$ cat src/rtl/h14tx_pkg.sv
// Shared types and constants for the HDMI 1.4 data-island packet path.
package h14tx_pkg;

    localparam int PacketSlotClocks = 32;
    localparam int HdrBits          = 24;
    localparam int SubBits          = 224;
    localparam int SlotCntW         = $clog2(PacketSlotClocks);

    typedef logic [HdrBits-1:0] packet_hdr_t;
    typedef logic [SubBits-1:0] packet_sub_t;

    localparam packet_hdr_t NullPacketHdr = 24'h000000;
    localparam packet_sub_t NullPacketSub = '0;

    localparam logic [SlotCntW-1:0] PrefetchCnt = SlotCntW'(PacketSlotClocks - 3);
    localparam logic [SlotCntW-1:0] LastCnt     = SlotCntW'(PacketSlotClocks - 1);
    localparam logic [4:0]          SlotIdxMax  = 5'd31;

    typedef enum logic [2:0] {
        Control,
        VideoPreamble,
        VideoGuard,
        VideoActive,
        DataIslandPreamble,
        DataIslandGuard,
        DataIslandActive
    } period_t;

    typedef enum logic [1:0] {
        SchIdle,
        SchFetch,
        SchArmed,
        SchSend
    } sched_state_t;

endpackage

$ cat src/rtl/h14tx_packet_scheduler_if.sv
// Requester-side bus of the packet scheduler: req/payload in, one-hot grant out.
interface h14tx_packet_scheduler_if
    import h14tx_pkg::*;
#(
    parameter int NumSources = 4
);

    logic [NumSources-1:0]         req;
    logic [NumSources*HdrBits-1:0] hdr_i;
    logic [NumSources*SubBits-1:0] sub_i;
    logic [NumSources-1:0]         grant;

    modport master (
        output req,
        output hdr_i,
        output sub_i,
        input  grant
    );

    modport slave (
        input  req,
        input  hdr_i,
        input  sub_i,
        output grant
    );

endinterface

$ cat src/rtl/h14tx_packet_arbiter.sv
// Combinational req -> one-hot winner. Fixed priority (index 0 first) by default;
// H14TX_PKT_RR_EN selects round-robin starting at i_ptr.
module h14tx_packet_arbiter #(
    parameter int NumSources = 4
) (
    input  logic [NumSources-1:0]         i_req,
`ifdef H14TX_PKT_RR_EN
    input  logic [$clog2(NumSources)-1:0] i_ptr,
    output logic [$clog2(NumSources)-1:0] o_idx,
`endif
    output logic [NumSources-1:0]         o_grant
);

`ifdef H14TX_PKT_RR_EN
    logic w_found;

    // Scan distances 0..N-1 from the pointer; first requester found wins.
    always_comb begin
        o_grant = '0;
        o_idx   = '0;
        w_found = 1'b0;
        for (int k = 0; k < NumSources; k++) begin
            for (int i = 0; i < NumSources; i++) begin
                if (!w_found && i_req[i] &&
                    ((int'(i_ptr) + k) % NumSources == i)) begin
                    w_found    = 1'b1;
                    o_grant[i] = 1'b1;
                    o_idx      = $clog2(NumSources)'(i);
                end
            end
        end
    end
`else
    always_comb begin
        o_grant = '0;
        for (int i = NumSources - 1; i >= 0; i--) begin
            if (i_req[i]) begin
                o_grant    = '0;
                o_grant[i] = 1'b1;
            end
        end
    end
`endif

endmodule

$ cat src/rtl/h14tx_packet_scheduler.sv
// Data-island packet scheduler: one packet per 32-clk slot, null fill when idle.
// Optional round-robin arbitration via H14TX_PKT_RR_EN.
module h14tx_packet_scheduler
    import h14tx_pkg::*;
#(
    parameter int NumSources = 4
) (
    input  logic                    clk,
    input  logic                    rst_n,
    input  period_t                 i_timings,
    h14tx_packet_scheduler_if.slave bus,
    output packet_hdr_t             o_pkt_hdr,
    output packet_sub_t             o_pkt_sub,
    output logic                    o_pkt_start,
    output logic                    o_pkt_null,
    output logic [4:0]              o_slot_idx
);

    sched_state_t          r_state;
    sched_state_t          w_state_nxt;
    logic [SlotCntW-1:0]   r_slot_cnt;
    logic [4:0]            r_slot_idx;
    packet_hdr_t           r_shadow_hdr;
    packet_sub_t           r_shadow_sub;
    logic                  r_shadow_vld;
    packet_hdr_t           r_pkt_hdr;
    packet_sub_t           r_pkt_sub;
    logic                  r_pkt_start;
    logic                  r_pkt_null;
    logic                  w_active;
    logic                  w_arb_en;
    logic                  w_load;
    logic                  w_drop;
    logic [NumSources-1:0] w_win_oh;
    packet_hdr_t           w_win_hdr;
    packet_sub_t           w_win_sub;

    assign w_active = (i_timings == DataIslandActive);

`ifdef H14TX_PKT_RR_EN
    localparam int IdxW = $clog2(NumSources);

    logic [IdxW-1:0] r_ptr;
    logic [IdxW-1:0] w_win_idx;

    h14tx_packet_arbiter #(.NumSources(NumSources)) u_arb (
        .i_req   (bus.req),
        .i_ptr   (r_ptr),
        .o_idx   (w_win_idx),
        .o_grant (w_win_oh)
    );

    // Pointer moves to one past the winner, only on a real grant.
    always_ff @(posedge clk) begin
        if (!rst_n) begin
            r_ptr <= '0;
        end else if (w_arb_en && |bus.req) begin
            r_ptr <= (w_win_idx == IdxW'(NumSources - 1)) ? '0 : w_win_idx + 1'b1;
        end
    end
`else
    h14tx_packet_arbiter #(.NumSources(NumSources)) u_arb (
        .i_req   (bus.req),
        .o_grant (w_win_oh)
    );
`endif

    assign bus.grant = w_arb_en ? w_win_oh : '0;

    always_comb begin
        w_win_hdr = NullPacketHdr;
        w_win_sub = NullPacketSub;
        for (int i = 0; i < NumSources; i++) begin
            if (w_win_oh[i]) begin
                w_win_hdr = bus.hdr_i[i*HdrBits +: HdrBits];
                w_win_sub = bus.sub_i[i*SubBits +: SubBits];
            end
        end
    end

    always_ff @(posedge clk) begin
        if (!rst_n) begin
            r_state <= SchIdle;
        end else begin
            r_state <= w_state_nxt;
        end
    end

    // A real packet left in shadow by a cut-short island blocks the next FETCH.
    always_comb begin
        w_state_nxt = r_state;
        w_arb_en    = 1'b0;
        w_load      = 1'b0;
        w_drop      = 1'b0;
        unique case (r_state)
            SchIdle: begin
                if (i_timings == DataIslandPreamble) w_state_nxt = SchFetch;
            end
            SchFetch: begin
                w_arb_en    = !r_shadow_vld;
                w_state_nxt = SchArmed;
            end
            SchArmed: begin
                if (w_active) begin
                    w_load      = 1'b1;
                    w_state_nxt = SchSend;
                end
            end
            SchSend: begin
                if (!w_active) begin
                    w_drop      = 1'b1;
                    w_state_nxt = SchIdle;
                end else begin
                    w_arb_en = (r_slot_cnt == PrefetchCnt);
                    w_load   = (r_slot_cnt == LastCnt);
                end
            end
            default: w_state_nxt = SchIdle;
        endcase
    end

    always_ff @(posedge clk) begin
        if (!rst_n) begin
            r_slot_cnt   <= '0;
            r_slot_idx   <= '0;
            r_shadow_hdr <= NullPacketHdr;
            r_shadow_sub <= NullPacketSub;
            r_shadow_vld <= 1'b0;
            r_pkt_hdr    <= NullPacketHdr;
            r_pkt_sub    <= NullPacketSub;
            r_pkt_start  <= 1'b0;
            r_pkt_null   <= 1'b0;
        end else begin
            r_pkt_start <= w_load;
            if (w_arb_en) begin
                r_shadow_hdr <= w_win_hdr;
                r_shadow_sub <= w_win_sub;
                r_shadow_vld <= |bus.req;
            end
            if (w_load) begin
                r_pkt_hdr    <= r_shadow_hdr;
                r_pkt_sub    <= r_shadow_sub;
                r_pkt_null   <= !r_shadow_vld;
                r_shadow_hdr <= NullPacketHdr;
                r_shadow_sub <= NullPacketSub;
                r_shadow_vld <= 1'b0;
                r_slot_cnt   <= '0;
                if (r_state == SchArmed) begin
                    r_slot_idx <= '0;
                end else if (r_slot_idx != SlotIdxMax) begin
                    r_slot_idx <= r_slot_idx + 1'b1;
                end
            end else if (r_state == SchSend) begin
                r_slot_cnt <= r_slot_cnt + 1'b1;
            end
            if (w_drop) begin
                r_pkt_hdr  <= NullPacketHdr;
                r_pkt_sub  <= NullPacketSub;
                r_pkt_null <= 1'b0;
                r_slot_idx <= '0;
                r_slot_cnt <= '0;
            end
        end
    end

    assign o_pkt_hdr   = r_pkt_hdr;
    assign o_pkt_sub   = r_pkt_sub;
    assign o_pkt_start = r_pkt_start;
    assign o_pkt_null  = r_pkt_null;
    assign o_slot_idx  = r_slot_idx;

endmodule
$ cat src/flat_wrapper.sv
// flat-port wrapper written by rule: the top's interface ports become plain ports
module h14tx_packet_scheduler_flat import h14tx_pkg::*;
#(
    parameter int NumSources = 4
)
  (clk, rst_n, i_timings, o_pkt_hdr, o_pkt_sub, o_pkt_start, o_pkt_null, o_slot_idx, bus_req, bus_hdr_i, bus_sub_i, bus_grant);
  h14tx_packet_scheduler_if #(.NumSources(NumSources)) bus_i ();
  input  logic clk;
  input  logic rst_n;
  input  period_t i_timings;
  output packet_hdr_t o_pkt_hdr;
  output packet_sub_t o_pkt_sub;
  output logic o_pkt_start;
  output logic o_pkt_null;
  output logic [4:0] o_slot_idx;
  input wire logic [$bits(bus_i.req)-1:0] bus_req;
  input wire logic [$bits(bus_i.hdr_i)-1:0] bus_hdr_i;
  input wire logic [$bits(bus_i.sub_i)-1:0] bus_sub_i;
  output wire logic [$bits(bus_i.grant)-1:0] bus_grant;
  assign bus_i.req = bus_req;
  assign bus_i.hdr_i = bus_hdr_i;
  assign bus_i.sub_i = bus_sub_i;
  assign bus_grant = bus_i.grant;
  h14tx_packet_scheduler #(.NumSources(NumSources)) u_core (.clk(clk), .rst_n(rst_n), .i_timings(i_timings), .bus(bus_i), .o_pkt_hdr(o_pkt_hdr), .o_pkt_sub(o_pkt_sub), .o_pkt_start(o_pkt_start), .o_pkt_null(o_pkt_null), .o_slot_idx(o_slot_idx));
endmodule
$ cat config.mk
export PLATFORM = sky130hd
export DESIGN_NAME = h14tx_packet_scheduler_flat
export DESIGN_NICKNAME = d
export VERILOG_FILES = /design/src/rtl/h14tx_pkg.sv /design/src/rtl/h14tx_packet_scheduler_if.sv /design/src/rtl/h14tx_packet_arbiter.sv /design/src/rtl/h14tx_packet_scheduler.sv /design/src/flat_wrapper.sv
export SDC_FILE = /design/constraint.sdc
export NUM_CORES = 1
export LEC_CHECK = 0
export ABC_AREA = 1
export BUFFER_PORTS_ARGS = -buffer_cell sky130_fd_sc_hd__buf_2
export CAP_MARGIN = 20
export CORE_AREA = 10 10 476 478
export DETAILED_ROUTE_END_ITERATION = 16
export DIE_AREA = 0 0 486 488
export PLACE_DENSITY_LB_ADDON = 0.08
export SETUP_SLACK_MARGIN = 0.02
export SLEW_MARGIN = 20
export SYNTH_ARGS = -nofsm -noshare
export SYNTH_HDL_FRONTEND = slang
export SYNTH_SLANG_ARGS = --single-unit
$ cat constraint.sdc
create_clock -name clk -period 3.7 [get_ports clk]
set_input_delay 0.185 -clock clk [delete_from_list [all_inputs] [get_ports clk]]
set_output_delay 0.185 -clock clk [all_outputs]
set_load 0.005 [all_outputs]
# After elaboration in Yosys (flattened, before gate mapping)

Index checks and enable logic that the tools add are counted.

$add $sub $neg: 2
Equality and inequality tests: 11
Mux-type cells: 26
Bitwise gates (word level): 1
Reductions and logical operators: 9

Operators with widths:

| kind                  | number |
|---|---|
| $mux W224             | 4 |
| $mux W24              | 4 |
| $mux W4               | 5 |
| $add A5 B1 Y5 const B | 2 |
| $eq A5 B5 Y1 const B  | 2 |
| $mux W5               | 2 |
| $pmux W2 S4           | 1 |
| $eq A3 B3 Y1 const B  | 2 |
| $mux W2               | 3 |
| $mux W1               | 5 |
| $ne A5 B5 Y1 const B  | 1 |
| $eq A2 B2 Y1 const B  | 2 |
| $ne A2 B1 Y1 const B  | 2 |
| $pmux W1 S2           | 2 |
| $reduce_or A2 Y1      | 2 |
| $reduce_or A4 Y1      | 1 |
| $reduce_and A3 Y1     | 1 |
| $reduce_or A3 Y1      | 1 |
| $eq A2 B1 Y1 const B  | 1 |
| $logic_not A2 Y1      | 1 |
| $ne A2 B2 Y1 const B  | 1 |
| $reduce_and A2 Y1     | 1 |
| $reduce_bool A2 Y1    | 1 |
| $logic_not A1 Y1      | 1 |
| $not A1 Y1            | 1 |

Register bits after elaboration: 511
Input port bits: 1001
Output and inout port bits: 259
Word-level logic and storage cells: 59

# Longest topological paths before layout

Depth after elaboration: 8
Mapped depth: 11
Depth with buffers taken out: 9

# Cells and area by module

From an unflattened synthesis, not the netlist that was laid out.

Cell total of the unflattened synthesis: 4192
Area, all modules: 26451.6 um^2

Modules (own cells, without submodules):

| module                 | instances | cells an instance | area an instance (um^2) | sequential area each (um^2) |
|---|---|---|---|---|
| h14tx_packet_scheduler | 1         | 4183              | 26414.1                 | 10229.8 |
| h14tx_packet_arbiter   | 1         | 9                 | 37.5                    | 0.0 |

# Least setup slack after synthesis

No wires, ideal clock.

Path type: register -> register
Start point: reg u_core.r_slot_cnt[0]
End point: reg u_core.r_shadow_sub[115]
Setup time: 0.065 ns
Arrival: 1.705 ns
Data required time: 3.635 ns
Path slack: 1.931 ns
Stages on the path, launching flop included: 11
Period minus slack after synthesis: 1.769 ns
Cell sequence: dfxtp_1 > ha_1 > and3_1 > ha_1 > nand3_2 > nand2_4 > nor2_4 > buf_4 > clkbuf_1 > o21ai_0 > nor2_1

Word-level cells in the longest chain between the ends: 4
Elaborated cells between the ends (all ways): 7
Those cells by class: 2 x eq/ne; 4 x mux; 1 x reduce/logical

Ends and longest elaborated chain:

| what                       | line                          | text |
|---|---|---|
| start, declared            | h14tx_packet_scheduler.sv:21  | `logic [SlotCntW-1:0] r_slot_cnt;` |
| start signal, assigned     | h14tx_packet_scheduler.sv:154 | `r_slot_cnt <= r_slot_cnt + 1'b1;` |
| $eq A5 B5 Y1               | h14tx_packet_scheduler.sv:115 | `w_load = (r_slot_cnt == LastCnt);` |
| $mux W1                    | h14tx_packet_scheduler.sv:110 | `if (!w_active) begin` |
| $pmux W1 S2                | h14tx_packet_scheduler.sv:95  | `unique case (r_state)` |
| $reduce_or A2 Y1 (no line) | --                            |  |
| end signal, assigned       | h14tx_packet_scheduler.sv:127 | `r_shadow_sub <= NullPacketSub;` |
| end signal, assigned       | h14tx_packet_scheduler.sv:137 | `r_shadow_sub <= w_win_sub;` |
| end signal, assigned       | h14tx_packet_scheduler.sv:145 | `r_shadow_sub <= NullPacketSub;` |
| end, declared              | h14tx_packet_scheduler.sv:24  | `packet_sub_t r_shadow_sub;` |

Several ways; a longest one is shown, not always the timed one.
A chain may end at the register's enable or synchronous reset.

# Final worst setup path

Start point: reg u_core.r_state[0]
End point: out bus_grant[1]

Word-level cells in the longest chain between the ends: 3
Elaborated cells between the ends (all ways): 4
Those cells by class: 2 x eq/ne; 2 x mux

Ends and longest elaborated chain:

| what                                                | line                         | text |
|---|---|---|
| start, declared                                     | h14tx_packet_scheduler.sv:19 | `sched_state_t r_state;` |
| start signal, assigned                              | h14tx_packet_scheduler.sv:83 | `r_state <= SchIdle;` |
| start signal, assigned                              | h14tx_packet_scheduler.sv:85 | `r_state <= w_state_nxt;` |
| $eq A2 B2 Y1 / $eq A2 B1 Y1 (equally long branches) | h14tx_packet_scheduler.sv:95 |  |
| $pmux W1 S2 *                                       | h14tx_packet_scheduler.sv:95 |  |
| $mux W4 *                                           | h14tx_packet_scheduler.sv:68 | `assign bus.grant = w_arb_en ? w_win_oh : '0;` |
| end, declared                                       | flat_wrapper.sv:19           | `output wire logic [$bits(bus_i.grant)-1:0] bus_grant;` |

Every way passes the cells marked *; elsewhere a longest branch is shown, timed or not.

==> impl_results.md <==
* Initial antenna violation count at 67
* Compound-Gate Fraction of Synth Area at 15.1%
* Required @ worst endpoint at 3510 ps
* Switching share of power at 35.1%
* Vias in the first global route at around 34000
* Switch Pwr at 0.00722 W
* Max rail drop VDD at 0.506 mV
* Yosys reg bits at 511
* Hold path depth at 5
* Hold Path Origin: bus_hdr_i[57]
* Final non-filler cell total at approximately 8500
* HP Class: in -> reg
* Synth top area cells: dfxtp_1, nand2_1, nor2_1, o21ai_0, nand3_1
* Worst reg2reg startpoint: u_core.r_state[0]
* Total wire length at 189 mm
* IO buf count at 1259
* Worst-case clock buffer depth at 3
* Setup crit end kind: output port
* Register area share after synthesis at 41.1%
* Global-route wire length before repair at around 260 mm
* Post-Synth Adder-Cell Area at 0.503%
* Root Driver: clkbuf_16
* Arr. time, crit path at 2790 ps
* Via count at 31800
* # DRC at 0
* Initial DRC Count at ~1500
* Leakage at 21.0 nW
* Part of the cycle the worst path needs at between 80% and 90%
* YS warnings at 0
* Count leader, synth: nand2_1
* Sequential share of power at ~36%
* GPL Wtd Cong at 0.809
* Slew HR at 29.1%
* Final Hold Fails at 1
* EDFF count, synth at 0
* Yosys top cell by area: dfxtp_1
* Via density at 3.75
* Mux contribution to synthesized area at 0%
* Asr flop ratio synth at 0%
* Core ar. at about 220000 um^2
* Critical path, cell by cell: ha_1, inv_2, nor2_2, nand2_2, nand2_8, inv_8, buf_12, nor2_1, buf_2
* Synth Area in Simple Gates at 36.7%
* Placed cell count at 7777
* Overflow after GRT at 0
* Largest family of logic cells by synthesized area: simple AND/OR/NAND/NOR gates
* DRT Pass-1 Iters at 6
* Worst-path maximum fanout at 84
* Max stage delay cell, worst path: inv_8
* Routed len/inst at 22.2 um
* Reg2reg end: u_core.r_shadow_vld
* RSZ-0062 raised after global routing: no
* Fin Hold WS at -1.36 ps
* Distinct cell type count after synthesis at 31
* Buf/Inv on CP at 4
* Outcome: complete, but fails checks
* Slowest cell delay on critical path at 450 ps
* Ports at 1260
* TritonCTS clock tree: built
* Share of the synthesized area in the top cell type at 41.1%
* Tightest Pin Transition at 1060 ps
* Largest net degree at the start of global routing at 132
* Antenna-violating nets left at 0
* Cell Rows at 171
* Fmax at between 300 and 400 MHz
* Combinational Power Share at 27.9%
* Hold Path Sink: u_core.r_shadow_hdr[9]
* Element type at the critical path start: flip-flop
* R2R setup slack at 940 ps
* Fin crit period at 2980 ps
* Setup_tns at 0 ps
* Die Y at 488 um
* Synthesized instance count at 3905
* Main flop type after synthesis: dfxtp_1
* Final HPWL from detailed placement at 142 mm
* Mapped Area at 24900 um^2
* Failing checks: negative hold slack
* Number of cells on the worst reg-to-reg path at 9
* Total of max-cap violations at 0
* Int Pwr at 0.0133 W
* Clk Latency, worst-skew pair at about 700 ps
* Share of cells above drive strength 1 at 25.9%
* Mapped Avg Cell Area at 6.38 um^2
* Die Width at 486 um
* Synth cell count leaders: nand2_1, nor2_1, dfxtp_1
* Mapped Nets at 4916
* Slew Limit Fails at 0
* Nets@finish at roughly 6600
* Clock share of power at 36.1%
* Setup violators final at 0
* Clock transition at path regs at 60 ps
* Clock sinks at 511
* Crit-path leading delay family: buffers and inverters
* GRT Overall Usage at 15.1%
* Filler Cell Count at 25200
* CTS Buf Count at 77
* Die Area at 237000 um^2
* XOR/XNOR Fraction of Synth Area at less than 1%
* H-tree depth at 3
* Worst Skew at 36.5 ps
* Starting Density at 11.5%
* WS Path Type: reg -> out
* Area Growth Syn to Fin at 68.5%
* PD cells at 490 nW/um^2
flip-flops by register name, indices dropped and copies added, names as in the netlist:
| register | count |
|---|---|
| u_core.r_shadow_hdr | 24 |
| u_core.r_shadow_vld | 1 |
| u_core.o_pkt_sub | 224 |
| u_core.r_state | 2 |
| u_core.o_slot_idx | 5 |
| u_core.o_pkt_hdr | 24 |
| u_core.o_pkt_start | 1 |
| u_core.o_pkt_null | 1 |
| u_core.r_shadow_sub | 224 |
| u_core.r_slot_cnt | 5 |
cell usage in the layout (no fill, tap or decap):
master and n:
buf_2 1257, nand2_1 1024, nor2_1 1006, dlygate4sd3_1 538, dfxtp_1 511, o21ai_0 360, nand3_1 255, a21oi_1 248
o21ai_1 140, clkbuf_16 79, diode_2 45, buf_4 36, buf_12 24, clkbuf_1 17, inv_1 12, nand3b_1 10
ha_1 10, clkinv_2 9, clkbuf_8 8, bufinv_16 5, inv_8 4, clkinvlp_4 4, nor2_4 3, nand2_2 3
nor3_1 3, inv_6 3, nand3_2 2, nor2_2 2, nand2_8 2, or2_2 2, clkinv_8 2, buf_8 2
and3_1 1, inv_2 1, a21oi_4 1, nand4_1 1, nor3b_1 1, xor2_1 1, a21boi_0 1, clkinv_4 1
power groups by stage:
stage	registers, W	logic, W	clock network, W
after global routing	0.00755	0.00650	0.00796
after global placement	0.00754	0.00529	0
after CTS	0.00741	0.00595	0.00778
after detailed placement	0.00750	0.00525	0
final	0.00740	0.00574	0.00742
after floorplan	0.00725	0.00285	0
worst max-delay path by stage:
stage                                to                 start  cells after the start
5_1_grt                    bus_grant[1]     u_core.r_state[0]                      9
3_5_place_dp     u_core.r_shadow_hdr[6]            bus_req[0]                      9
4_1_cts                    bus_grant[2]     u_core.r_state[0]                      9
6_report                   bus_grant[1]     u_core.r_state[0]                      9
2_1_floorplan  u_core.r_shadow_sub[115]  u_core.r_slot_cnt[0]                     10
3_3_place_gp     u_core.r_shadow_hdr[6]            bus_req[0]                      9
logic make-up after synthesis:
logic type / Yosys count
adder cells (fa/ha/maj): 10
AO/OA/AOI/OAI: 750
XOR/XNOR: 1
buffers and inverters: 318
flip-flops: 511
AND/OR/NAND/NOR: 2315
metrics by stage:
step	setup WS [ps]	cell area [um^2]	total power (W)	utilization, %	hold WS, ps
2_1_floorplan	1930	24900	0.0101	-	306
3_3_place_gp	956	34000	0.0128	15.7	461
3_5_place_dp	918	34000	0.0128	15.7	462
4_1_cts	471	41800	0.0211	19.3	2.30
5_1_grt	389	41900	0.0220	19.4	20.7
6_report	721	42000	0.0206	19.4	-1.36
layout make-up:
class                   instances  area, um^2  area share, %
well taps                    2854        3570           8.51
clock buffers                 104        2150           5.13
multi-input cells            3076       13000           31.1
inverters                      17        93.8          0.224
clock inverters                24         293          0.698
diodes                         45         113          0.268
repair buffers               1857       12500           29.7
flip-flops and latches        511       10200           24.4
worst register-to-register path: stages, from the launching register on:
cell           delay, ps
dfxtp_1              360
ha_1                 430
inv_2                120
nor2_2               130
nand2_2              100
nand2_8              110
buf_12               390
o21ai_0              280
dlygate4sd3_1        620
a21boi_0             140
timing repair:
item / in CTS / in global routing
endpoints found under the hold margin: 250 / 0
hold buffers: 538 / 0
setup buffers: 0 / 0
gates resized for setup: 0 / 0
metal layers:
| metal | GRT usage, % | routed length, um |
|---|---|---|
| met1 | 18.4 | 81200 |
| met2 | 25.7 | 90500 |
| met3 | 4.06 | 11400 |
| met4 | 4.95 | 5440 |
| met5 | 0 | 179 |
Power figures use the tool's default switching activity.
